**src/rtl/unsigned_sqrt_iter.sv**
```systemverilog
// Iterative restoring square root: 16-bit radicand -> 8-bit root and 9-bit remainder.
// One radicand bit-pair is consumed per CALC cycle, MSB pair first, so a result takes 8 cycles.
module unsigned_sqrt_iter (
    input  logic        clk,
    input  logic        rst,
    input  logic [15:0] data_i,
    input  logic        valid_i,
    output logic        ready_o,
    output logic [7:0]  root_o,
    output logic [8:0]  rem_o,
    output logic        valid_o,
    input  logic        ready_i,
    output logic [1:0]  dbg_state_o
);
    // Handshake: a radicand is taken on an edge where valid_i && ready_o, and a
    // result is released on an edge where valid_o && ready_i; no other edge moves data.
    typedef enum logic [1:0] {
        S_IDLE = 2'd0,
        S_CALC = 2'd1,
        S_DONE = 2'd2
    } state_t;

    state_t      r_state;
    state_t      w_next_state;
    logic [15:0] r_x;
    logic [7:0]  r_q;
    logic [9:0]  r_rem;
    logic [2:0]  r_cnt;
    logic [7:0]  r_root_o;
    logic [8:0]  r_rem_o;

    logic [9:0]  w_r;
    logic [9:0]  w_t;
    logic        w_ge;
    logic [7:0]  w_q_next;
    logic [9:0]  w_rem_next;

    // r_x is shifted left each iteration, so its top pair is always the next pair to consume.
    always_comb begin
        w_r        = {r_rem[7:0], r_x[15:14]};
        w_t        = {r_q, 2'b01};
        w_ge       = (w_r >= w_t);
        w_q_next   = {r_q[6:0], w_ge};
        w_rem_next = w_ge ? (w_r - w_t) : w_r;
    end

    always_ff @(posedge clk) begin
        if (rst) begin
            r_state <= S_IDLE;
        end else begin
            r_state <= w_next_state;
        end
    end

    always_comb begin
        w_next_state = r_state;
        case (r_state)
            S_IDLE: if (valid_i) w_next_state = S_CALC;
            S_CALC: if (r_cnt == 3'd7) w_next_state = S_DONE;
            S_DONE: if (ready_i) w_next_state = S_IDLE;
            default: w_next_state = S_IDLE;
        endcase
    end

    always_comb begin
        ready_o     = (r_state == S_IDLE);
        valid_o     = (r_state == S_DONE);
        dbg_state_o = r_state;
    end

    always_ff @(posedge clk) begin
        if (rst) begin
            r_x      <= '0;
            r_q      <= '0;
            r_rem    <= '0;
            r_cnt    <= '0;
            r_root_o <= '0;
            r_rem_o  <= '0;
        end else begin
            case (r_state)
                S_IDLE: begin
                    if (valid_i) begin
                        r_x   <= data_i;
                        r_q   <= '0;
                        r_rem <= '0;
                        r_cnt <= '0;
                    end
                end
                S_CALC: begin
                    r_x   <= {r_x[13:0], 2'b00};
                    r_q   <= w_q_next;
                    r_rem <= w_rem_next;
                    // Last iteration publishes the result; counter stays at 7 rather than wrapping.
                    if (r_cnt == 3'd7) begin
                        r_root_o <= w_q_next;
                        r_rem_o  <= w_rem_next[8:0];
                    end else begin
                        r_cnt <= r_cnt + 3'd1;
                    end
                end
                default: ;
            endcase
        end
    end

    assign root_o = r_root_o;
    assign rem_o  = r_rem_o;

endmodule

```
**config.mk**
```make
export PLATFORM = sky130hd
export DESIGN_NAME = unsigned_sqrt_iter
export DESIGN_NICKNAME = d
export VERILOG_FILES = /design/src/rtl/unsigned_sqrt_iter.sv
export SDC_FILE = /design/constraint.sdc
export NUM_CORES = 1
export LEC_CHECK = 0
export CORE_MARGIN = 3
export CORE_UTILIZATION = 40
export DETAILED_ROUTE_END_ITERATION = 8
export GPL_TIMING_DRIVEN = 0
export HOLD_SLACK_MARGIN = 0.15
export PLACE_DENSITY = 0.73
export SYNTH_ARGS = -nofsm -noshare
export SYNTH_HDL_FRONTEND = slang
export SYNTH_SLANG_ARGS = --single-unit
export TNS_END_PERCENT = 5
```
**constraint.sdc**
```tcl
create_clock -name clk -period 4.24 [get_ports clk]
set_clock_uncertainty 0.05 [all_clocks]
set_input_delay 0.636 -clock clk [delete_from_list [all_inputs] [get_ports clk]]
set_output_delay 0.636 -clock clk [all_outputs]
set_load 0.02 [all_outputs]
```
==> results of run 1 <==
[worst max-delay path by stage]
stage,end,depth (start not counted),slack [ns]
3_3_place_gp,r_x[2]$_SDFFE_PP0P_,6,1.89
3_5_place_dp,r_x[2]$_SDFFE_PP0P_,6,1.85
4_1_cts,valid_o,3,1.85
2_1_floorplan,r_rem[1]$_SDFFE_PP0P_,9,2.35
6_report,valid_o,3,1.89
5_1_grt,rem_o[4]$_SDFFE_PP0P_,9,1.78
[area by class of cell]
class / count / area [sq um]
Fill cell: 650 / 3150
Clock inverter: 1 / 30.0
Buffer: 24 / 158
Timing Repair Buffer: 39 / 390
Multi-Input combinational cell: 251 / 1510
Tap cell: 93 / 116
Sequential cell: 54 / 1080
Clock buffer: 6 / 82.6
Inverter: 12 / 45.0
[critical path, stage by stage, from the launching register on]
cell	delay [ns]
dfxtp_1	0.34
buf_2	0.21
nor2b_1	0.19
clkdlybuf4s50_1	0.63
[layer usage]
| layer | routed length (microns) | part of all wire, % | global-route usage (%) |
|---|---|---|---|
| met1 | 3220 | 47 | 25.7 |
| met2 | 3240 | 48 | 28.7 |
| met3 | 275 | 4.0 | 3.10 |
| met4 | 63 | 0.93 | 4.74 |
| met5 | 0 | 0 | 0 |
[placed cells by master, fill, tap and decap left out, types with 7 or more instances in the layout]
| cell type | count |
|---|---|
| nand2_1 | 63 |
| dfxtp_1 | 54 |
| nor2_1 | 42 |
| clkdlybuf4s50_1 | 39 |
| a21oi_1 | 28 |
| a311oi_1 | 14 |
| inv_1 | 12 |
| ha_1 | 12 |
| buf_2 | 8 |
| a22oi_1 | 7 |
| o21ai_1 | 7 |
[sequential cells by signal, summed over array words and instances, names as in the netlist]
signal,count
r_q,8
dbg_state_o,2
r_cnt,3
r_rem,8
rem_o,9
root_o,8
r_x,16
[Yosys cell counts, drive strengths merged, types with 4 or more instances]
master  number  share of area [%]
nand2       64                8.7
dfxtp       54                 39
nor2        44                6.1
a21oi       29                5.3
buf         18                4.7
o21ai       15                3.0
a311oi      14                4.4
ha          12                5.4
inv         12                1.6
a22oi        7                1.9
nand2b       6                1.3
nor2b        6                1.3
clkbuf       5               0.67
xnor2        5                1.6
mux2i        4                1.4
[kinds of logic after synthesis]
group,after synthesis,synth area share [%]
xor+xnor,5,1.57
flops,54,38.7
simple gates,141,22.5
buf+inv,36,7.25
compound gates,89,23.2
fa+ha+maj,12,5.37
mux,4,1.43
[per-stage QoR]
stage	instance area [sq um]	cells	power (mW)	hold slack, ns	util (%)
4_1_cts	3410	480	2.24	0.408	52.0
3_3_place_gp	3300	473	1.86	0.389	50.3
5_1_grt	3410	480	2.41	0.434	52.0
3_5_place_dp	3300	473	1.89	0.396	50.3
6_report	3410	480	2.25	0.411	52.0
2_1_floorplan	2790	341	1.61	0.380	-
[power groups by stage]
stage / Combinational [mW] / Sequential [mW] / Clock [mW]
after global routing: 1.43 / 0.611 / 0.375
after detailed placement: 1.27 / 0.614 / 0
final: 1.29 / 0.603 / 0.350
after CTS: 1.28 / 0.603 / 0.357
after global placement: 1.24 / 0.611 / 0
after floorplan: 1.01 / 0.603 / 0
==> flow_summary_export.csv, run 1 <==
group,metric,value,unit
outcome,outcome,"complete, no violations",
setup_path,start_kind,"flip-flop",
setup_path,crit_type,"reg2out",
job,drv_cap,0,
power,combPwrFrac,57.6,%
global_route,grt_max_degree,16,
routing,vias,2496,
setup_path,critPathLaunch,"dbg_state_o[1]$_SDFFE_PP0P_",
setup_path,reg2reg_slack,1.97,ns
routing,drc,0,
min_path,holdPathStages,2,
sta,period_share,55.5,%
min_path,hold-path-endpoint,"r_rem[7]$_SDFFE_PP0P_",
sta,fin_crit,2.35,ns
setup_path,worstPathRequired,3.55,ns
sta,max_freq,425,MHz
synth,async_flop_share,0,%
sta,worst_slew_pin_slew,0.586,ns
setup_path,worstPathMaxFanout,10,
routing,viasPerCell,5.20,
power,pwr_density_cell,658,nW/um^2
setup_path,crit_arrival,1.67,ns
clock_network,cts_tree,"done",
placement,place_ws,1.85,ns
layout,antenna_cells,0,
die,dieHeight,89.6,microns
placement,dp_hpwl,5.00,mm
sta,max-slew-margin-rel,60.8,%
synth,syn_avg_cell_area,8.19,sq um
synth,ys_warn_count,0,
die,die_w,89.6,microns
synth,netlist_instances,341,
clock_network,cts_made_buffers,5,
global_route,grt_pass1_vias,2426,
sta,hold_violations,0,
global_route,gr-total-overflow,0,
global_route,grt_pass1_wl,11.5,mm
placement,port_buffers,39,
power,p_leak,1.34,nW
die,std_cell_rows,29,
setup_path,endpoint_kind,"output port",
power,seq_power_share,26.9,%
clock_network,clkTransAtPathRegs,0.09,ns
sta,setup_viol,0,
clock_network,clock_insertion_delay_worst_skew,0.30,ns
routing,wire_per_inst,14.2,microns
power,switching_share,43.6,%
clock_network,cts_setup_buffers,0,
setup_path,rr_endpoint,"rem_o[3]$_SDFFE_PP0P_",
synth,synth_seq_cells,54,
clock_network,hold_buffers,0,
sta,finalWorstSetupSlack,1.89,ns
die,start_util,42.5,%
power,internal-power,1.27,mW
synth,synth_nets,373,
synth,synth-main-ff-cell,"dfxtp_1",
layout,fin_nets,419,
global_route,grt_util_all_layers,18.2,%
power,switchingPower,0.980,mW
sta,rsz0062_at_grt,"false",
routing,ant_nets,0,
power,pwr-share-clk,15.6,%
min_path,hold_path.class,"reg2reg",
clock_network,cts.sinks,54,
setup_path,timing.rr.start,"r_q[4]$_SDFFE_PP0P_",
synth,synth-edff-count,0,
global_route,antenna_found_initial,0,
clock_network,cts_resized,0,
min_path,min-delay-start,"r_rem[7]$_SDFFE_PP0P_",
layout,area_delta_synth_final,22.2,%
sta,finalSetupTns,0,ns
clock_network,cts_max_level,2,
synth,syn_area,2790,sq um
die,die_area,8020,sq um
clock_network,cts-root-buf,"clkbuf_8",
clock_network,cts_buffer_depth,2,
power,irDropWorstVdd,0.000305,V
routing,drt_iter0_markers,170,
placement,gp_congestion,0.909,
setup_path,reg2reg_depth,9,
die,design.core.area,6570,sq um
routing,drt-pass1-iter-count,4,
synth,seq_area_frac_synth,38.7,%
layout,drive_gt1_share,10.6,%
sta,drv_slew,0,
routing,routed_wirelength,6.79,mm
synth,yosysUniqueCellTypes,55,
die,num_io_pins,41,
(Power assumes the default switching activity.)
==> run 2, diff against run 1 <==
PLACE_DENSITY = 0.75   (was 0.73)
clock period = 2.1 ns   (was 4.24 ns; I/O delays follow)
==> run 2 against run 1 <==
Critical path depth up 4. Final area up 5.2%. Total power rose to 2.5 times the previous value. Clock power up 75%. Global-route usage down 0.32 points. Combinational power rose to 2.9 times the previous value. Critical endpoint is now rem_o[4]$_SDFFE_PP0P_. Sequential power up 110%. Flip-flop and latch count unchanged. Hold slack worse by 0.20 ns. Final cell count up 0.83%. Largest power group unchanged.
==> flow_summary_export.csv, run 2 (synthesis gave the netlist of run 1 again) <==
group,metric,value,unit
outcome,outcome,"complete, no violations",
sta,period_share,96.7,%
sta,rsz0062_at_grt,"true",
global_route,grt_util_all_layers,17.8,%
global_route,antenna_found_initial,0,
layout,stdcell_count,484,
power,p_leak,1.38,nW
clock_network,clkTransAtPathRegs,0.09,ns
layout,final_cell_mix,"63 x nand2_1, 48 x dfxtp_1, 42 x nor2_1",
job,drv_cap,0,
global_route,gr-total-overflow,0,
setup_path,crit_path_frequent_cell,"a21oi_2",
routing,ant_nets,0,
layout,top_register,"r_x",
sta,max-slew-margin-rel,61.2,%
setup_path,crit_family,"compound AO/OA/AOI/OAI gates",
sta,max_freq,492,MHz
layout,layout_commonest_cell,"nand2_1",
clock_network,cts.sinks,54,
placement,place_ws,-0.0976,ns
sta,drv_slew,0,
die,dieHeight,89.6,microns
routing,routed_wirelength,7.01,mm
setup_path,crit_type,"reg2reg",
clock_network,cts_max_level,2,
layout,fin_nets,422,
sta,hold_violations,0,
setup_path,reg2reg_slack,0.07,ns
clock_network,cts_made_buffers,5,
setup_path,path_cells,"ha_2 > a21oi_2 > o21ai_2 > a211o_4 > buf_12 > mux2i_4 > a21oi_2",
die,std_cell_rows,29,
global_route,grt_pass1_wl,11.3,mm
layout,fill_cells,598,
setup_path,worstPathMaxFanout,5,
sta,worst_slew_pin_slew,0.581,ns
clock_network,hold_buffers,0,
clock_network,cts_tree,"done",
clock_network,cts_buffer_depth,2,
setup_path,critPathMaxStageDelay,0.43,ns
die,design.core.area,6570,sq um
placement,dp_hpwl,4.98,mm
layout,antenna_cells,0,
routing,viasPerCell,5.23,
setup_path,worstPathRequired,2.29,ns
power,irDropWorstVdd,0.000914,V
power,pwr_density_cell,1570,nW/um^2
setup_path,crit_arrival,2.22,ns
placement,gp_congestion,0.879,
clock_network,clock_insertion_delay_worst_skew,0.31,ns
layout,drive_gt1_share,16.9,%
sta,fin_crit,2.03,ns
placement,place_inst,473,
layout,area_delta_synth_final,28.5,%
sta,setup_viol,0,
setup_path,start_kind,"flip-flop",
setup_path,endpoint_kind,"flip-flop",
min_path,hold_path.class,"in2reg",
global_route,grt_max_degree,17,
die,num_io_pins,41,
die,start_util,42.5,%
die,die_area,8020,sq um
power,totalPowerFinal,5.63,mW
sta,finalWorstSetupSlack,0.0692,ns
global_route,grt_pass1_vias,2384,
layout,largest_reg_flops,16,
routing,wire_per_inst,14.5,microns
routing,vias,2529,
routing,drc,0,
die,die_w,89.6,microns
routing,drt_iter0_markers,160,
setup_path,worst-path-buf-inv,1,
clock_network,cts-root-buf,"clkbuf_8",
placement,port_buffers,39,
setup_path,crit_slowest_cell,"dfxtp_1",
routing,drt-pass1-iter-count,4,
layout,final_util,54.7,%
==> run 2: changes by cell type in the layout (fill, tap and decap cells not counted), moves of 2 or more <==
cell,before,now
dfxtp_1,54,48
mux2i_4,0,3
dfxtp_2,0,5
mux2i_1,4,1
buf_4,4,6
a21oi_2,1,3
a21oi_1,28,25
ha_1,12,6
nor2_2,2,0
ha_2,0,5
nor2_4,0,2
==> run 2: layout make-up <==
class	count	area, sq um	share of cell area (%)
clock buffers	7	86.3	2.40
flip-flops and latches	54	1090	30.4
plain buffers	24	173	4.81
inverters	12	45.0	1.25
well taps	93	116	3.24
clock inverters	1	8.76	0.244
repair buffers	42	433	12.1
multi-input cells	251	1640	45.6
==> run 2: per-stage QoR <==
stage / area (sq um) / TNS (ns) / hold slack [ns]
after floorplan: 2790 / 0 / 0.380
after global routing: 3590 / -0.0388 / 0.214
final: 3590 / 0 / 0.211
after CTS: 3420 / -0.286 / 0.207
after detailed placement: 3300 / -0.541 / 0.401
after global placement: 3300 / -0.167 / 0.390
==> run 2: timing repair <==
item / in CTS / in global routing
pin swaps: 0 / 2
setup buffers: 0 / 2
gates cloned: 0 / 1
setup endpoints to repair: 10 / 18
resized for setup: 7 / 30
==> run 2: worst paths after layout <==
| kind | startpoint | to | depth (start not counted) |
|---|---|---|---|
| setup / recovery | r_rem[1]$_SDFFE_PP0P_ | rem_o[4]$_SDFFE_PP0P_ | 7 |
| hold / removal | rst | rem_o[8]$_SDFFE_PP0P_ | 2 |
| setup reg to reg | r_rem[1]$_SDFFE_PP0P_ | rem_o[4]$_SDFFE_PP0P_ | 7 |
| hold reg to reg | root_o[7]$_SDFFE_PP0P_ | root_o[7]$_SDFFE_PP0P_ | 2 |
==> run 2: where the power goes <==
part           leakage, nW  internal (mW)  switching, mW  total [mW]
registers            0.443           1.13          0.104        1.24
logic                0.891           1.83           1.96        3.78
clock network       0.0489          0.273          0.339       0.612
==> run 2: per-layer routing <==
| metal | vias to the layer above | wire length [microns] | share of wire [%] | track usage, % |
|---|---|---|---|---|
| met5 | - | 0 | 0 | 0 |
| met3 | 7 | 174 | 2.5 | 2.74 |
| met4 | 0 | 82 | 1.2 | 5.01 |
| li1 | 1287 | - | - | - |
| met2 | 44 | 3370 | 48 | 28.3 |
| met1 | 1191 | 3380 | 48 | 25.2 |
==> run 3, diff against run 2 <==
CELL_PAD_IN_SITES_DETAIL_PLACEMENT = 1   (was unset)
CELL_PAD_IN_SITES_GLOBAL_PLACEMENT = 1   (was unset)
CORE_UTILIZATION = 36   (was 40)
PLACE_DENSITY = 0.86   (was 0.75)
==> run 3 against run 2 <==
Non-clock buffer count rose by 4. Sequential power about the same. Critical path type unchanged. Combinational power rose by 12%. Die area is 10% higher. Sequential share of layout area decreased by 0.86 points. Via count grew 9.0%. Final cell count up 1.9%.
==> flow_summary_export.csv, run 3 (synthesis gave the netlist of run 1 again) <==
group,metric,value,unit
outcome,outcome,"complete, no violations",
die,start_util,37.7,%
routing,wl_met3,316,microns
routing,met2WireLength,4.73,mm
min_path,hold_path.class,"in2reg",
routing,drt_iter0_markers,153,
power,pwr_density_cell,1640,nW/um^2
clock_network,cts_made_buffers,5,
layout,largest_reg_flops,16,
global_route,antenna_found_initial,0,
placement,port_buffers,39,
layout,fin_nets,426,
setup_path,crit_slowest_cell,"dfxtp_1",
clock_network,cts_tree,"done",
power,irDropWorstVdd,0.000956,V
layout,final_cell_mix,"62 x nand2_1, 45 x dfxtp_1, 42 x nor2_1",
setup_path,worstPathMaxFanout,10,
setup_path,critPathLaunch,"r_rem[4]$_SDFFE_PP0P_",
sta,hold_violations,0,
die,num_io_pins,41,
min_path,min-delay-start,"rst",
setup_path,start_kind,"flip-flop",
placement,gp_congestion,0.894,
setup_path,worstPathRequired,2.26,ns
routing,top_layer_used,"met4",
setup_path,reg2reg_slack,0.01,ns
power,p_leak,1.41,nW
routing,routed_wirelength,9.20,mm
clock_network,cts_buffer_depth,2,
setup_path,path_cells,"ha_4 > buf_6 > nand4_4 > nor2_4 > buf_4 > a211oi_4 > buf_6 > a21oi_1 > a22o_1",
sta,drv_slew,0,
sta,rsz0062_at_grt,"true",
placement,dp_hpwl,6.08,mm
layout,area_delta_synth_final,32.4,%
job,drv_cap,0,
sta,max-slew-margin-rel,60.5,%
die,dieHeight,94.1,microns
die,die_w,94.1,microns
global_route,grt_util_all_layers,20.3,%
global_route,grt_pass1_wl,14.2,mm
sta,fin_crit,2.09,ns
die,die_area,8850,sq um
setup_path,timing.rr.start,"r_rem[4]$_SDFFE_PP0P_",
sta,worst_slew_pin_slew,0.591,ns
global_route,grt_max_degree,17,
clock_network,cts-root-buf,"clkbuf_8",
sta,period_share,99.5,%
setup_path,endpoint_kind,"flip-flop",
routing,drc,0,
sta,max_freq,478,MHz
layout,multi_input_area,1730,sq um
setup_path,crit_arrival,2.25,ns
clock_network,cts_max_level,2,
sta,finalSetupTns,0,ns
layout,top_register,"r_x",
clock_network,clock_insertion_delay_worst_skew,0.31,ns
setup_path,critPathMaxStageDelay,0.46,ns
routing,wl_met1,3.90,mm
global_route,grt_pass1_vias,2840,
setup_path,crit_path_frequent_cell,"buf_6",
setup_path,crit_type,"reg2reg",
clock_network,clkTransAtPathRegs,0.10,ns
routing,vias,2756,
layout,layout_commonest_cell,"nand2_1",
die,design.core.area,7410,sq um
layout,final_util,49.9,%
layout,seqCellArea,1090,sq um
sta,setup_viol,0,
routing,drt-pass1-iter-count,4,
routing,ant_nets,0,
routing,viasPerCell,5.59,
routing,wire_per_inst,18.7,microns
layout,antenna_cells,0,
global_route,gr-total-overflow,0,
sta,holdWs,0.206,ns
die,std_cell_rows,31,
layout,fill_cells,859,
layout,drive_gt1_share,19.8,%
clock_network,cts.sinks,54,
-- run 3: through the flow --
| step | instances | instance area (sq um) | power (mW) | setup WS (ns) |
|---|---|---|---|---|
| floorplan | 341 | 2790 | 3.25 | 0.211 |
| global placement | 479 | 3310 | 3.79 | -0.0758 |
| detailed placement | 479 | 3310 | 3.90 | -0.147 |
| CTS | 490 | 3530 | 5.41 | -0.00814 |
| global route | 493 | 3700 | 6.35 | -0.0507 |
| finish | 493 | 3700 | 6.08 | 0.0101 |
-- run 3: path summary, 6_finish.rpt --
| kind | endpoint | depth (start not counted) |
|---|---|---|
| max reg2reg | r_rem[1]$_SDFFE_PP0P_ | 9 |
| min reg2reg | root_o[4]$_SDFFE_PP0P_ | 2 |
| max | r_rem[1]$_SDFFE_PP0P_ | 9 |
| min | rem_o[8]$_SDFFE_PP0P_ | 2 |
-- run 3: area by class of cell --
type,instances,area share [%]
tap,99,3.35
sequential,54,29.5
multi-input combinational,251,46.9
inverter,12,1.22
clock buffer,5,1.86
timing repair buffer,46,12.0
buffer,24,4.77
clock inverter,2,0.372
-- run 3: what timing repair did --
action | in CTS | in global routing
pin swaps | 4 | 7
resized for setup | 23 | 30
setup endpoints to repair | 12 | 19
cloned | 1 | 0
endpoints found under the hold margin | 0 | 0
hold buffers | 0 | 0
setup buffers | 3 | 3
-- run 3: worst max-delay path, delay by kind of cell, from the launching register on --
family,cells,cell delay [ns]
buf+inv,3,0.46
fa+ha+maj,1,0.24
compound gates,3,0.63
flops,1,0.46
simple gates,2,0.14
-- run 3: per-layer routing --
layer  up-vias  global-route usage [%]
li1       1292                       -
met1      1376                    24.0
met2        67                    37.4
met3        21                    2.64
met4         0                    6.74
met5         -                       0
-- run 3: where the power goes --
part | leakage [nW] | total (mW) | switching (mW) | internal [mW]
Combinational | 0.919 | 4.23 | 2.27 | 1.96
Clock | 0.0444 | 0.584 | 0.352 | 0.232
Sequential | 0.444 | 1.27 | 0.133 | 1.13
